==> config.mk <==
export PLATFORM = sky130hd
export DESIGN_NAME = vga_scanout
export DESIGN_NICKNAME = d
export VERILOG_FILES = /design/src/rtl/vga_scanout.sv
export SDC_FILE = /design/constraint.sdc
export NUM_CORES = 1
export LEC_CHECK = 0
export ABC_AREA = 1
export BUFFER_PORTS_ARGS = -buffer_cell sky130_fd_sc_hd__buf_2
export CAP_MARGIN = 20
export CORE_MARGIN = 2
export CORE_UTILIZATION = 50
export DETAILED_ROUTE_END_ITERATION = 8
export PLACE_DENSITY = 0.72
export SETUP_SLACK_MARGIN = 0.15
export SYNTH_ARGS = -nofsm -noshare
export SYNTH_HDL_FRONTEND = slang
export SYNTH_SLANG_ARGS = --single-unit
==> constraint.sdc <==
create_clock -name clk -period 1.8 [get_ports clk]
set_input_delay 0 -clock clk [delete_from_list [all_inputs] [get_ports clk]]
set_output_delay 0 -clock clk [all_outputs]
set_load 0.01 [all_outputs]
==> src/rtl/vga_scanout.sv <==
// vga_scanout
// -----------
// VGA raster timing generator and output stage. Free-running x/y counters
// address the upstream pixel source; the colour it returns PIX_LATENCY ticks
// later is registered onto the connector pins together with syncs that have
// been delayed by the same amount, so sync, blanking and colour stay aligned.
// Every counter and pipeline stage advances only on a pix_en tick. pix_en is
// a clock enable with no backpressure: the upstream source must always have
// colour ready when it is sampled.
//
// Ports:
//   clk          in   system clock, rising edge
//   reset_n      in   asynchronous active-low reset
//   pix_en       in   pixel tick enable
//   r_in/g_in/b_in in 4 colour for the x/y presented PIX_LATENCY ticks earlier
//   x, y         out  10-bit raster position (0..H_TOTAL-1, 0..V_TOTAL-1)
//   frame_start  out  one-clk pulse after the tick that wraps to (0,0)
//   vga_hsync    out  active-low hsync, aligned with the RGB pins
//   vga_vsync    out  active-low vsync, aligned with the RGB pins
//   vga_r/g/b    out  4-bit colour pins, zero while blanked
//   vga_active   out  high while the RGB pins carry a visible pixel
module vga_scanout #(
    parameter int H_ACTIVE    = 640,
    parameter int H_FP        = 16,
    parameter int H_SYNC      = 96,
    parameter int H_BP        = 48,
    parameter int V_ACTIVE    = 480,
    parameter int V_FP        = 10,
    parameter int V_SYNC      = 2,
    parameter int V_BP        = 33,
    parameter int PIX_LATENCY = 1     // legal range 0..4
) (
    input  logic       clk,
    input  logic       reset_n,
    input  logic       pix_en,
    input  logic [3:0] r_in,
    input  logic [3:0] g_in,
    input  logic [3:0] b_in,
    output logic [9:0] x,
    output logic [9:0] y,
    output logic       frame_start,
    output logic       vga_hsync,
    output logic       vga_vsync,
    output logic [3:0] vga_r,
    output logic [3:0] vga_g,
    output logic [3:0] vga_b,
    output logic       vga_active
);

    localparam int H_TOTAL = H_ACTIVE + H_FP + H_SYNC + H_BP;
    localparam int V_TOTAL = V_ACTIVE + V_FP + V_SYNC + V_BP;

    localparam logic [9:0] H_LAST   = 10'(H_TOTAL - 1);
    localparam logic [9:0] V_LAST   = 10'(V_TOTAL - 1);
    localparam logic [9:0] H_VIS    = 10'(H_ACTIVE);
    localparam logic [9:0] V_VIS    = 10'(V_ACTIVE);
    localparam logic [9:0] HS_START = 10'(H_ACTIVE + H_FP);
    localparam logic [9:0] HS_END   = 10'(H_ACTIVE + H_FP + H_SYNC);
    localparam logic [9:0] VS_START = 10'(V_ACTIVE + V_FP);
    localparam logic [9:0] VS_END   = 10'(V_ACTIVE + V_FP + V_SYNC);

    // Delay-line word layout: {hsync, vsync, active}. Idle value is syncs
    // deasserted (high) and blanked.
    localparam logic [2:0] DLY_IDLE = 3'b110;

    // ------------------------------------------------------------------
    // Raster counters
    // ------------------------------------------------------------------
    logic at_line_end;
    logic at_frame_end;

    assign at_line_end  = (x == H_LAST);
    assign at_frame_end = at_line_end && (y == V_LAST);

    always_ff @(posedge clk or negedge reset_n) begin
        if (!reset_n) begin
            x <= '0;
            y <= '0;
        end else if (pix_en) begin
            if (at_line_end) begin
                x <= '0;
                y <= (y == V_LAST) ? '0 : y + 10'd1;
            end else begin
                x <= x + 10'd1;
            end
        end
    end

    // Registered so it is high in the cycle where x/y already read (0,0).
    always_ff @(posedge clk or negedge reset_n) begin
        if (!reset_n) begin
            frame_start <= 1'b0;
        end else begin
            frame_start <= pix_en && at_frame_end;
        end
    end

    // ------------------------------------------------------------------
    // Raw timing decode from the counters
    // ------------------------------------------------------------------
    logic       hsync_raw;
    logic       vsync_raw;
    logic       active_raw;
    logic [2:0] raw;

    assign hsync_raw  = !((x >= HS_START) && (x < HS_END));
    assign vsync_raw  = !((y >= VS_START) && (y < VS_END));
    assign active_raw = (x < H_VIS) && (y < V_VIS);
    assign raw        = {hsync_raw, vsync_raw, active_raw};

    // ------------------------------------------------------------------
    // Delay line matching the upstream pixel latency
    // ------------------------------------------------------------------
    logic [2:0] dly;

    generate
        if (PIX_LATENCY == 0) begin : g_no_delay
            assign dly = raw;
        end else begin : g_delay
            logic [2:0] stage [PIX_LATENCY];

            always_ff @(posedge clk or negedge reset_n) begin
                if (!reset_n) begin
                    for (int i = 0; i < PIX_LATENCY; i++) begin
                        stage[i] <= DLY_IDLE;
                    end
                end else if (pix_en) begin
                    stage[0] <= raw;
                    for (int i = 1; i < PIX_LATENCY; i++) begin
                        stage[i] <= stage[i-1];
                    end
                end
            end

            assign dly = stage[PIX_LATENCY-1];
        end
    endgenerate

    // ------------------------------------------------------------------
    // Output stage: one register on the pins, colour gated by active
    // ------------------------------------------------------------------
    logic dly_hsync;
    logic dly_vsync;
    logic dly_active;

    assign {dly_hsync, dly_vsync, dly_active} = dly;

    always_ff @(posedge clk or negedge reset_n) begin
        if (!reset_n) begin
            vga_hsync  <= 1'b1;
            vga_vsync  <= 1'b1;
            vga_active <= 1'b0;
            vga_r      <= '0;
            vga_g      <= '0;
            vga_b      <= '0;
        end else if (pix_en) begin
            vga_hsync  <= dly_hsync;
            vga_vsync  <= dly_vsync;
            vga_active <= dly_active;
            vga_r      <= dly_active ? r_in : 4'h0;
            vga_g      <= dly_active ? g_in : 4'h0;
            vga_b      <= dly_active ? b_in : 4'h0;
        end
    end

endmodule

==> results of run 1 <==
## cell type report
cell class                      instances  area share
Clock inverter                          3     0.00784
Sequential cell                        39       0.384
Tap cell                               48      0.0235
Clock buffer                            5      0.0270
Multi-Input combinational cell        172       0.347
Inverter                               26      0.0382
Timing Repair Buffer                   69       0.173
## worst paths after layout
check	from	endpoint	slack [ps]	depth (start not counted)
setup reg to reg	y[1]$_DFFE_PN0P_	y[8]$_DFFE_PN0P_	330	8
max in group asynchronous	reset_n	vga_b[0]$_DFFE_PN0P_	940	2
hold / removal	reset_n	x[4]$_DFFE_PN0P_	340	2
min in group clk	vga_vsync$_DFFE_PN1P_	vga_vsync$_DFFE_PN1P_	460	2
hold reg to reg	vga_vsync$_DFFE_PN1P_	vga_vsync$_DFFE_PN1P_	460	2
setup / recovery	y[1]$_DFFE_PN0P_	y[8]$_DFFE_PN0P_	330	8
## state kept, by name, indices dropped and copies added, names as in the netlist
register and cells:
x 10, y 10, vga_b 4, vga_g 4, vga_r 4, dly 3, frame_start 1, vga_active 1
vga_hsync 1, vga_vsync 1
## through the flow
stage          hold WS, ps  std cells  cell area, µm²
6_report               342        362            2550
5_1_grt                439        362            2550
4_1_cts                377        359            2520
3_5_place_dp           156        337            2290
3_3_place_gp           151        337            2290
2_1_floorplan         -296        243            2000
## worst max-delay path: stages, from the launching register on
cell	delay [ps]
sky130_fd_sc_hd__dfrtp_1	470
sky130_fd_sc_hd__ha_1	270
sky130_fd_sc_hd__inv_1	60
sky130_fd_sc_hd__nor2_1	220
sky130_fd_sc_hd__nand3_1	100
sky130_fd_sc_hd__nand2_1	70
sky130_fd_sc_hd__nand2_1	50
sky130_fd_sc_hd__nand2_1	60
sky130_fd_sc_hd__o21ai_0	70
## cell usage in the layout (no fill, tap or decap), types with 2 or more instances in the layout
| cell type | n |
|---|---|
| sky130_fd_sc_hd__a21oi_1 | 4 |
| sky130_fd_sc_hd__buf_2 | 50 |
| sky130_fd_sc_hd__buf_4 | 4 |
| sky130_fd_sc_hd__clkbuf_8 | 5 |
| sky130_fd_sc_hd__clkinvlp_4 | 2 |
| sky130_fd_sc_hd__dfrtp_1 | 35 |
| sky130_fd_sc_hd__dfstp_2 | 4 |
| sky130_fd_sc_hd__dlygate4sd3_1 | 14 |
| sky130_fd_sc_hd__ha_1 | 5 |
| sky130_fd_sc_hd__inv_1 | 22 |
| sky130_fd_sc_hd__inv_2 | 4 |
| sky130_fd_sc_hd__nand2_1 | 71 |
| sky130_fd_sc_hd__nand3_1 | 30 |
| sky130_fd_sc_hd__nand4_1 | 6 |
| sky130_fd_sc_hd__nor2_1 | 20 |
| sky130_fd_sc_hd__nor2_2 | 2 |
| sky130_fd_sc_hd__nor3_1 | 5 |
| sky130_fd_sc_hd__o21ai_0 | 7 |
| sky130_fd_sc_hd__o21ai_1 | 3 |
| sky130_fd_sc_hd__o21ai_2 | 2 |
| sky130_fd_sc_hd__o21bai_1 | 2 |
| sky130_fd_sc_hd__or2_2 | 3 |
| sky130_fd_sc_hd__xor2_1 | 3 |
## repair_timing
action                                  4_1_cts  5_1_grt
hold buffers                                 14        0
setup buffers                                 0        3
endpoints found under the hold margin        48        0
endpoints found under the setup margin        0        4
## cells by family (layout without fill, tap and decap cells)
family          Yosys count  in the layout  synth area share
compound gates           19             19            0.0557
xor+xnor                  3              3            0.0131
fa+ha+maj                 5              5            0.0313
buf+inv                  32            103            0.0670
flops                    39             39             0.491
simple gates            145            145             0.342
## power by group through the flow
stage               sequential (mW)  combinational (mW)  clock (mW)
global placement               1.11               0.470           0
CTS                            1.09               0.494       0.589
finish                         1.09               0.493       0.569
global route                   1.12               0.560       0.638
detailed placement             1.11               0.471           0
floorplan                      1.14               0.253           0
## per-layer routing
layer  vias to the layer above  GRT usage  wire length [µm]
li1                        923          -                 -
met2                        44      0.363              2060
met5                         -          0                 0
met3                         9     0.0567               211
met4                         0     0.0969                84
met1                       838      0.264              1930
==> results.md, run 1 <==
| Step | Parameter | Reported |
|:---|:---|:---|
| final layout | Count of antenna diodes in the layout | 0 |
| global routing | Via count of the first global-routing pass | 1722 |
| clocking | Clock transition at the register clock pins on the worst setup and hold paths after CTS | 80 ps |
| pwr | Share of power burned in registers | 0.508 |
| die | Placement row count | 22 |
| setup path | Kind of critical path | reg -> reg |
| route | Number of remaining DRC errors | 0 |
| synth | Synthesized netlist cell count | 243 |
| setup path | Arrival time reported for the critical path endpoint | 1640 ps |
| route | Post-route ant nets | 0 |
| sta | Number of endpoints failing setup at the final stage | 0 |
| die | Overall die area | 0.00452 mm² |
| sta | Worst slew slack as a fraction of its limit | 0.455 |
| status | Outcome | complete, no violations |
| route | Via density | 5.01 |
| clocking | CTS resizes | 0 |
| final layout | Combined area of the multi-input logic cells | 885 µm² |
| synth | Register area share after synthesis | 0.491 |
| die | Vertical extent of the die | 67.2 µm |
| route | DR vias | 1814 |
| clocking | CTS tree | yes |
| placed design | Last weighted congestion value of the routability-driven placer | 0.857 |
| pwr | Switching share of power | 0.325 |
| route | First-pass detailed-route iteration total | 4 |
| sta | Sum Neg Setup Slack | 0 ps |
| worst hold path | Worst hold path type | in -> async |
| sta | Unrepaired setup endpoints after global routing | no |
| sta | Shortest period the worst path allows | 1470 ps |
| placed design | Placement-stage worst setup slack | 302 ps |
| final layout | P&R area growth vs syn | 27.7% |
| pwr | Relative contribution of the clock network to total power | 0.264 |
| global routing | Total track usage | 0.217 |
| synth | YS warnings | 0 |
| global routing | Maximum number of pins on one net before global-route repair | 40 |
| synth | Avg Cell Area, Syn | 8.23 µm² |
| synth | Dominant cell type by area after synthesis | sky130_fd_sc_hd__dfrtp_1 |
| die | Standard cell core area | 0.00374 mm² |
| sta | Final period util | 0.818 |
| sta | FMAX | 680 MHz |
| global routing | Antenna violations before repair | 0 |
| final layout | Number of fill cells in the layout | 340 |
| synth | Synth area leaders | sky130_fd_sc_hd__dfrtp_1, sky130_fd_sc_hd__nand2_1, sky130_fd_sc_hd__nand3_1 |
| pwr | Cell-internal power | 1.46 mW |
| synth | Number of nets in the synthesized netlist | 263 |
| synth | Leading cell type by number of instances after synthesis | sky130_fd_sc_hd__nand2_1 |
| route | Final wirelength | 4290 µm |
| sta | Max Transition Viols Final | 0 |
| synth | Cell variety after synth | 30 |
| pwr | Leakage power of the design | 1.38 nW |
| clocking | Clock buffer count from CTS | 5 |
| synth | Most numerous cell types in the synthesized netlist | sky130_fd_sc_hd__nand2_1, sky130_fd_sc_hd__dfrtp_1, sky130_fd_sc_hd__nand3_1 |
| clocking | Latest clock arrival within the worst-skew pair | 290 ps |
| clocking | Clock Root Buffer | sky130_fd_sc_hd__clkbuf_8 |
| synth | EDFF count, synth | 0 |
| die | Number of ports placed on the die boundary | 51 |
| job | Max Cap Viol | 0 |
| pwr | Proportion of power drawn by combinational gates | 0.228 |
| pwr | Peak ir drop on the vdd network | 0.000531 V |
| setup path | Endpoint required time on the critical path | 1970 ps |
| die | Die X | 67.2 µm |
| die | Initial core utilization | 0.534 |
| placed design | HPWL after detailed placement | 2920 µm |
| global routing | Final global-route overflow total | 0 |
| sta | Maximum clock skew at final layout | 6.83 ps |
| final layout | Utilization after layout | 0.682 |
| clocking | # H-tree levels | 2 |
| global routing | First-pass GRT wire length | 7450 µm |
| placed design | Port Buffers | 50 |
| pwr | Overall power | 2.16 mW |
| pwr | Pwr/cell area | 845 mW/mm² |
| sta | Worst-case setup margin in the final layout | 328 ps |
| synth | Top FF cell, synth | sky130_fd_sc_hd__dfrtp_1 |
| clocking | Total clock sinks | 39 |
| setup path | Crit-path max FO | 7 |
| route | DRC marker count from the first detailed-route iteration | 110 |
| setup path | Critical Path End Type | register |
| synth | Number of register bits inferred by synthesis | 39 |
| synth | Share of async-settable or async-resettable flops after synthesis | 1.00 |
| setup path | Worst setup SP type | register |
| pwr | Switching Power | 0.701 mW |
| sta | Tightest Pin Transition | 818 ps |
| synth | Post-synth top area share | 0.438 |
| clocking | Max Buffers Root-to-Sink | 2 |
| final layout | Number of nets in the layout | 333 |
| synth | Post-synthesis instance area | 0.00200 mm² |
| sta | Final Hold Viols | 0 |
| final layout | Storage element area | 981 µm² |
| final layout | Layout cells sized above 1 | 0.268 |
| route | Post-detailed-route wirelength per cell | 11.9 µm |
Power figures use the tool's default switching activity.
==> inputs of run 2 (changes only) <==
- CORE_UTILIZATION: 50 -> 47
- PLACE_DENSITY: 0.72 -> 0.71
- clock period: 1.8 -> 1.2 ns (I/O delays scaled with it)
==> run 2 against run 1 <==
- sequential share of layout area down 6.8 points
- sequential power up 49%
- critical endpoint is now y[0]$_DFFE_PN0P_
- largest power group unchanged
- final area up 22%
- via count up 15%
- largest cell class is now multi-input gates
- the flow now finishes with violations (negative setup slack)
- utilization up 8.5 points
- total power up 84%
- first-iteration DRC count down 1.8%
==> results.md, run 2 (same netlist as run 1, synthesis figures left out) <==
| Step | Parameter | Reported | Change |
|:---|:---|:---|:---|
| route | Via density | 5.16 | was 5.01 |
| sta | Unrepaired setup endpoints after global routing | yes | was no |
| final layout | Highest-count cells in the layout ignoring fill and taps | sky130_fd_sc_hd__nand2_1, sky130_fd_sc_hd__buf_2, sky130_fd_sc_hd__buf_4 | was sky130_fd_sc_hd__nand2_1, sky130_fd_sc_hd__buf_2, sky130_fd_sc_hd__dfrtp_1 |
| final layout | Cell area after layout | 0.00311 mm² | was 0.00255 mm² |
| final layout | Utilization after layout | 0.767 | was 0.682 |
| final layout | Largest registers | x (10), y (10) | unchanged |
| final layout | Storage element area | 983 µm² | was 981 µm² |
| global routing | Total track usage | 0.227 | was 0.217 |
| setup path | Crit-path max FO | 5 | was 7 |
| global routing | Via count of the first global-routing pass | 2000 | was 1722 |
| setup path | Arrival time reported for the critical path endpoint | 1630 ps | was 1640 ps |
| route | Post-detailed-route wirelength per cell | 14.4 µm | was 11.9 µm |
| placed design | Cells after DPL | 373 | was 337 |
| final layout | Count of antenna diodes in the layout | 0 | unchanged |
| final layout | Layout cells sized above 1 | 0.431 | was 0.268 |
| setup path | Slowest CP cell | sky130_fd_sc_hd__dfrtp_1 | unchanged |
| final layout | Number of fill cells in the layout | 278 | was 340 |
| die | Overall die area | 0.00479 mm² | was 0.00452 mm² |
| final layout | Number of nets in the layout | 372 | was 333 |
| sta | Final Hold Viols | 0 | unchanged |
| placed design | Last weighted congestion value of the routability-driven placer | 0.862 | was 0.857 |
| clocking | # H-tree levels | 2 | unchanged |
| sta | Worst slew slack as a fraction of its limit | 0.692 | was 0.455 |
| pwr | Cell-internal power | 2.69 mW | was 1.46 mW |
| pwr | Peak ir drop on the vdd network | 0.00138 V | was 0.000531 V |
| route | Post-route ant nets | 0 | unchanged |
| final layout | P&R area growth vs syn | 55.6% | was 27.7% |
| global routing | Final global-route overflow total | 0 | unchanged |
| status | Outcome | finished, violations left | was complete, no violations |
| final layout | Most common cell after layout, fill and taps aside | sky130_fd_sc_hd__nand2_1 | unchanged |
| setup path | Endpoint required time on the critical path | 1400 ps | was 1970 ps |
| job | Max Cap Viol | 0 | unchanged |
| placed design | Placed instance area | 0.00258 mm² | was 0.00229 mm² |
| sta | Shortest period the worst path allows | 1420 ps | was 1470 ps |
| sta | Maximum clock skew at final layout | 11.0 ps | was 6.83 ps |
| clocking | CTS tree | yes | unchanged |
| sta | Worst hold margin | 34.4 ps | was 342 ps |
| sta | Tightest Pin Transition | 462 ps | was 818 ps |
| clocking | Max Buffers Root-to-Sink | 2 | unchanged |
| placed design | HPWL after detailed placement | 3620 µm | was 2920 µm |
| setup path | Number of buffer and inverter stages on the critical path | 1 | unchanged |
| worst hold path | Worst hold path type | in -> reg | was in -> async |
| route | Number of remaining DRC errors | 0 | unchanged |
| setup path | Cell family with most CP delay | simple AND/OR/NAND/NOR gates | unchanged |
| placed design | Port Buffers | 50 | unchanged |
| setup path | Kind of critical path | reg -> reg | unchanged |
| sta | Final period util | 1.19 | was 0.818 |
| clocking | Clock transition at the register clock pins on the worst setup and hold paths after CTS | 90 ps | was 80 ps |
| pwr | Relative contribution of the clock network to total power | 0.280 | was 0.264 |
| pwr | Share of power burned in registers | 0.409 | was 0.508 |
| pwr | Switching Power | 1.28 mW | was 0.701 mW |
| die | Die X | 69.2 µm | was 67.2 µm |
| setup path | Largest stage delay on the critical path | 410 ps | was 470 ps |
| clocking | Clock buffer count from CTS | 5 | unchanged |
| die | Number of ports placed on the die boundary | 51 | unchanged |
| worst hold path | Startpoint of the most critical hold path | pix_en |  |
| pwr | Leakage power of the design | 1.63 nW | was 1.38 nW |
| setup path | Timing startpoint of the critical path | x[1]$_DFFE_PN0P_ | was y[1]$_DFFE_PN0P_ |
| clocking | Clock Root Buffer | sky130_fd_sc_hd__clkbuf_8 | unchanged |
| status | Failing checks | negative setup slack |  |
| die | Initial core utilization | 0.493 | was 0.534 |
| global routing | Maximum number of pins on one net before global-route repair | 40 | unchanged |
| pwr | Switching share of power | 0.323 | was 0.325 |
| route | DRC marker count from the first detailed-route iteration | 108 | was 110 |
| clocking | Total clock sinks | 39 | unchanged |
| setup path | Origin of the critical flop-to-flop path | x[1]$_DFFE_PN0P_ | was y[1]$_DFFE_PN0P_ |
| sta | FMAX | 702 MHz | was 680 MHz |
| pwr | Pwr/cell area | 1280 mW/mm² | was 845 mW/mm² |
| sta | Worst-case setup margin in the final layout | -224 ps | was 328 ps |
| route | First-pass detailed-route iteration total | 4 | unchanged |
| global routing | First-pass GRT wire length | 8860 µm | was 7450 µm |
| die | Placement row count | 23 | was 22 |
| clocking | Latest clock arrival within the worst-skew pair | 300 ps | was 290 ps |
| setup path | Critical Path End Type | register | unchanged |
| die | Vertical extent of the die | 69.2 µm | was 67.2 µm |
| sta | Max Transition Viols Final | 0 | unchanged |
| route | DR vias | 2078 | was 1814 |
| global routing | Antenna violations before repair | 0 | unchanged |
| setup path | Series of cell instances along the critical path | ha_4, nand2_4, nor2_4, nand4_4, nor2_8, buf_12, nand3_1, o21ai_0 | was ha_1, inv_1, nor2_1, nand3_1, nand2_1, nand2_1, nand2_1, o21ai_0 |
| setup path | Worst setup SP type | register | unchanged |
| final layout | Combined area of the multi-input logic cells | 0.00106 mm² | was 885 µm² |
| die | Standard cell core area | 0.00406 mm² | was 0.00374 mm² |
| pwr | Overall power | 3.97 mW | was 2.16 mW |
| sta | Number of endpoints failing setup at the final stage | 20 | was 0 |
| pwr | Proportion of power drawn by combinational gates | 0.311 | was 0.228 |
| route | Final wirelength | 5820 µm | was 4290 µm |
| final layout | Final cell count without fillers | 403 | was 362 |
## run 2: cell types whose count changed in the layout (fill, tap and decap cells not counted), moves of 5 or more
cell,change
sky130_fd_sc_hd__buf_4,+30
sky130_fd_sc_hd__nand3_1,-5
sky130_fd_sc_hd__o21ai_1,+5
sky130_fd_sc_hd__nand2_2,+5
sky130_fd_sc_hd__nor2_1,-5
sky130_fd_sc_hd__buf_6,+8
sky130_fd_sc_hd__nand2_1,-8
sky130_fd_sc_hd__o21ai_0,-6
## run 2: path summary, 6_finish.rpt
check                      slack, ps                    end  depth (start not counted)
max                             -220       y[0]$_DFFE_PN0P_                          8
min                               30     dly[1]$_DFFE_PN1P_                          3
max reg2reg                     -220       y[0]$_DFFE_PN0P_                          8
max in group asynchronous        750     dly[2]$_DFFE_PN1P_                          3
min reg2reg                      460  vga_vsync$_DFFE_PN1P_                          2
min in group asynchronous        200  frame_start$_DFF_PN0_                          3
## run 2: worst min-delay path: stages
cell and delay, ps:
sky130_fd_sc_hd__buf_2 150, sky130_fd_sc_hd__o21ai_1 140, sky130_fd_sc_hd__inv_1 50
## run 2: power by group through the flow
stage	sequential (mW)	clock [mW]	combinational (mW)
after CTS	1.60	1.13	1.08
after global placement	1.61	0	1.01
final	1.62	1.11	1.24
after global routing	1.64	1.19	1.35
after detailed placement	1.62	0	1.03
after floorplan	1.71	0	0.412
## run 2: final cells by class
| class | instances | area share |
|---|---|---|
| Clock buffer | 5 | 0.0221 |
| Clock inverter | 3 | 0.0141 |
| Inverter | 26 | 0.0322 |
| Multi-Input combinational cell | 172 | 0.340 |
| Sequential cell | 39 | 0.316 |
| Tap cell | 50 | 0.0201 |
| Timing Repair Buffer | 108 | 0.256 |
## run 2: per-layer routing
layer,GRT usage,wire length [µm],up-vias
met5,0,0,-
met4,0.0654,143,0
met3,0.0509,228,14
met2,0.391,3010,61
met1,0.285,2440,997
li1,-,-,1006
## run 2: per-stage QoR
stage	TNS, ps	setup WS [ps]
after CTS	-3010	-199
after global placement	-1310	-119
after floorplan	-1760	-154
after detailed placement	-2450	-177
final	-2490	-224
after global routing	-4380	-319
## run 2: timing repair
item | CTS | global route
pin swaps | 2 | 9
hold endpoints to repair | 53 | 0
gates resized for setup | 11 | 42
hold buffers | 14 | 0
buffers inserted | 2 | 5
setup endpoints to repair | 24 | 27
cloned | 0 | 1
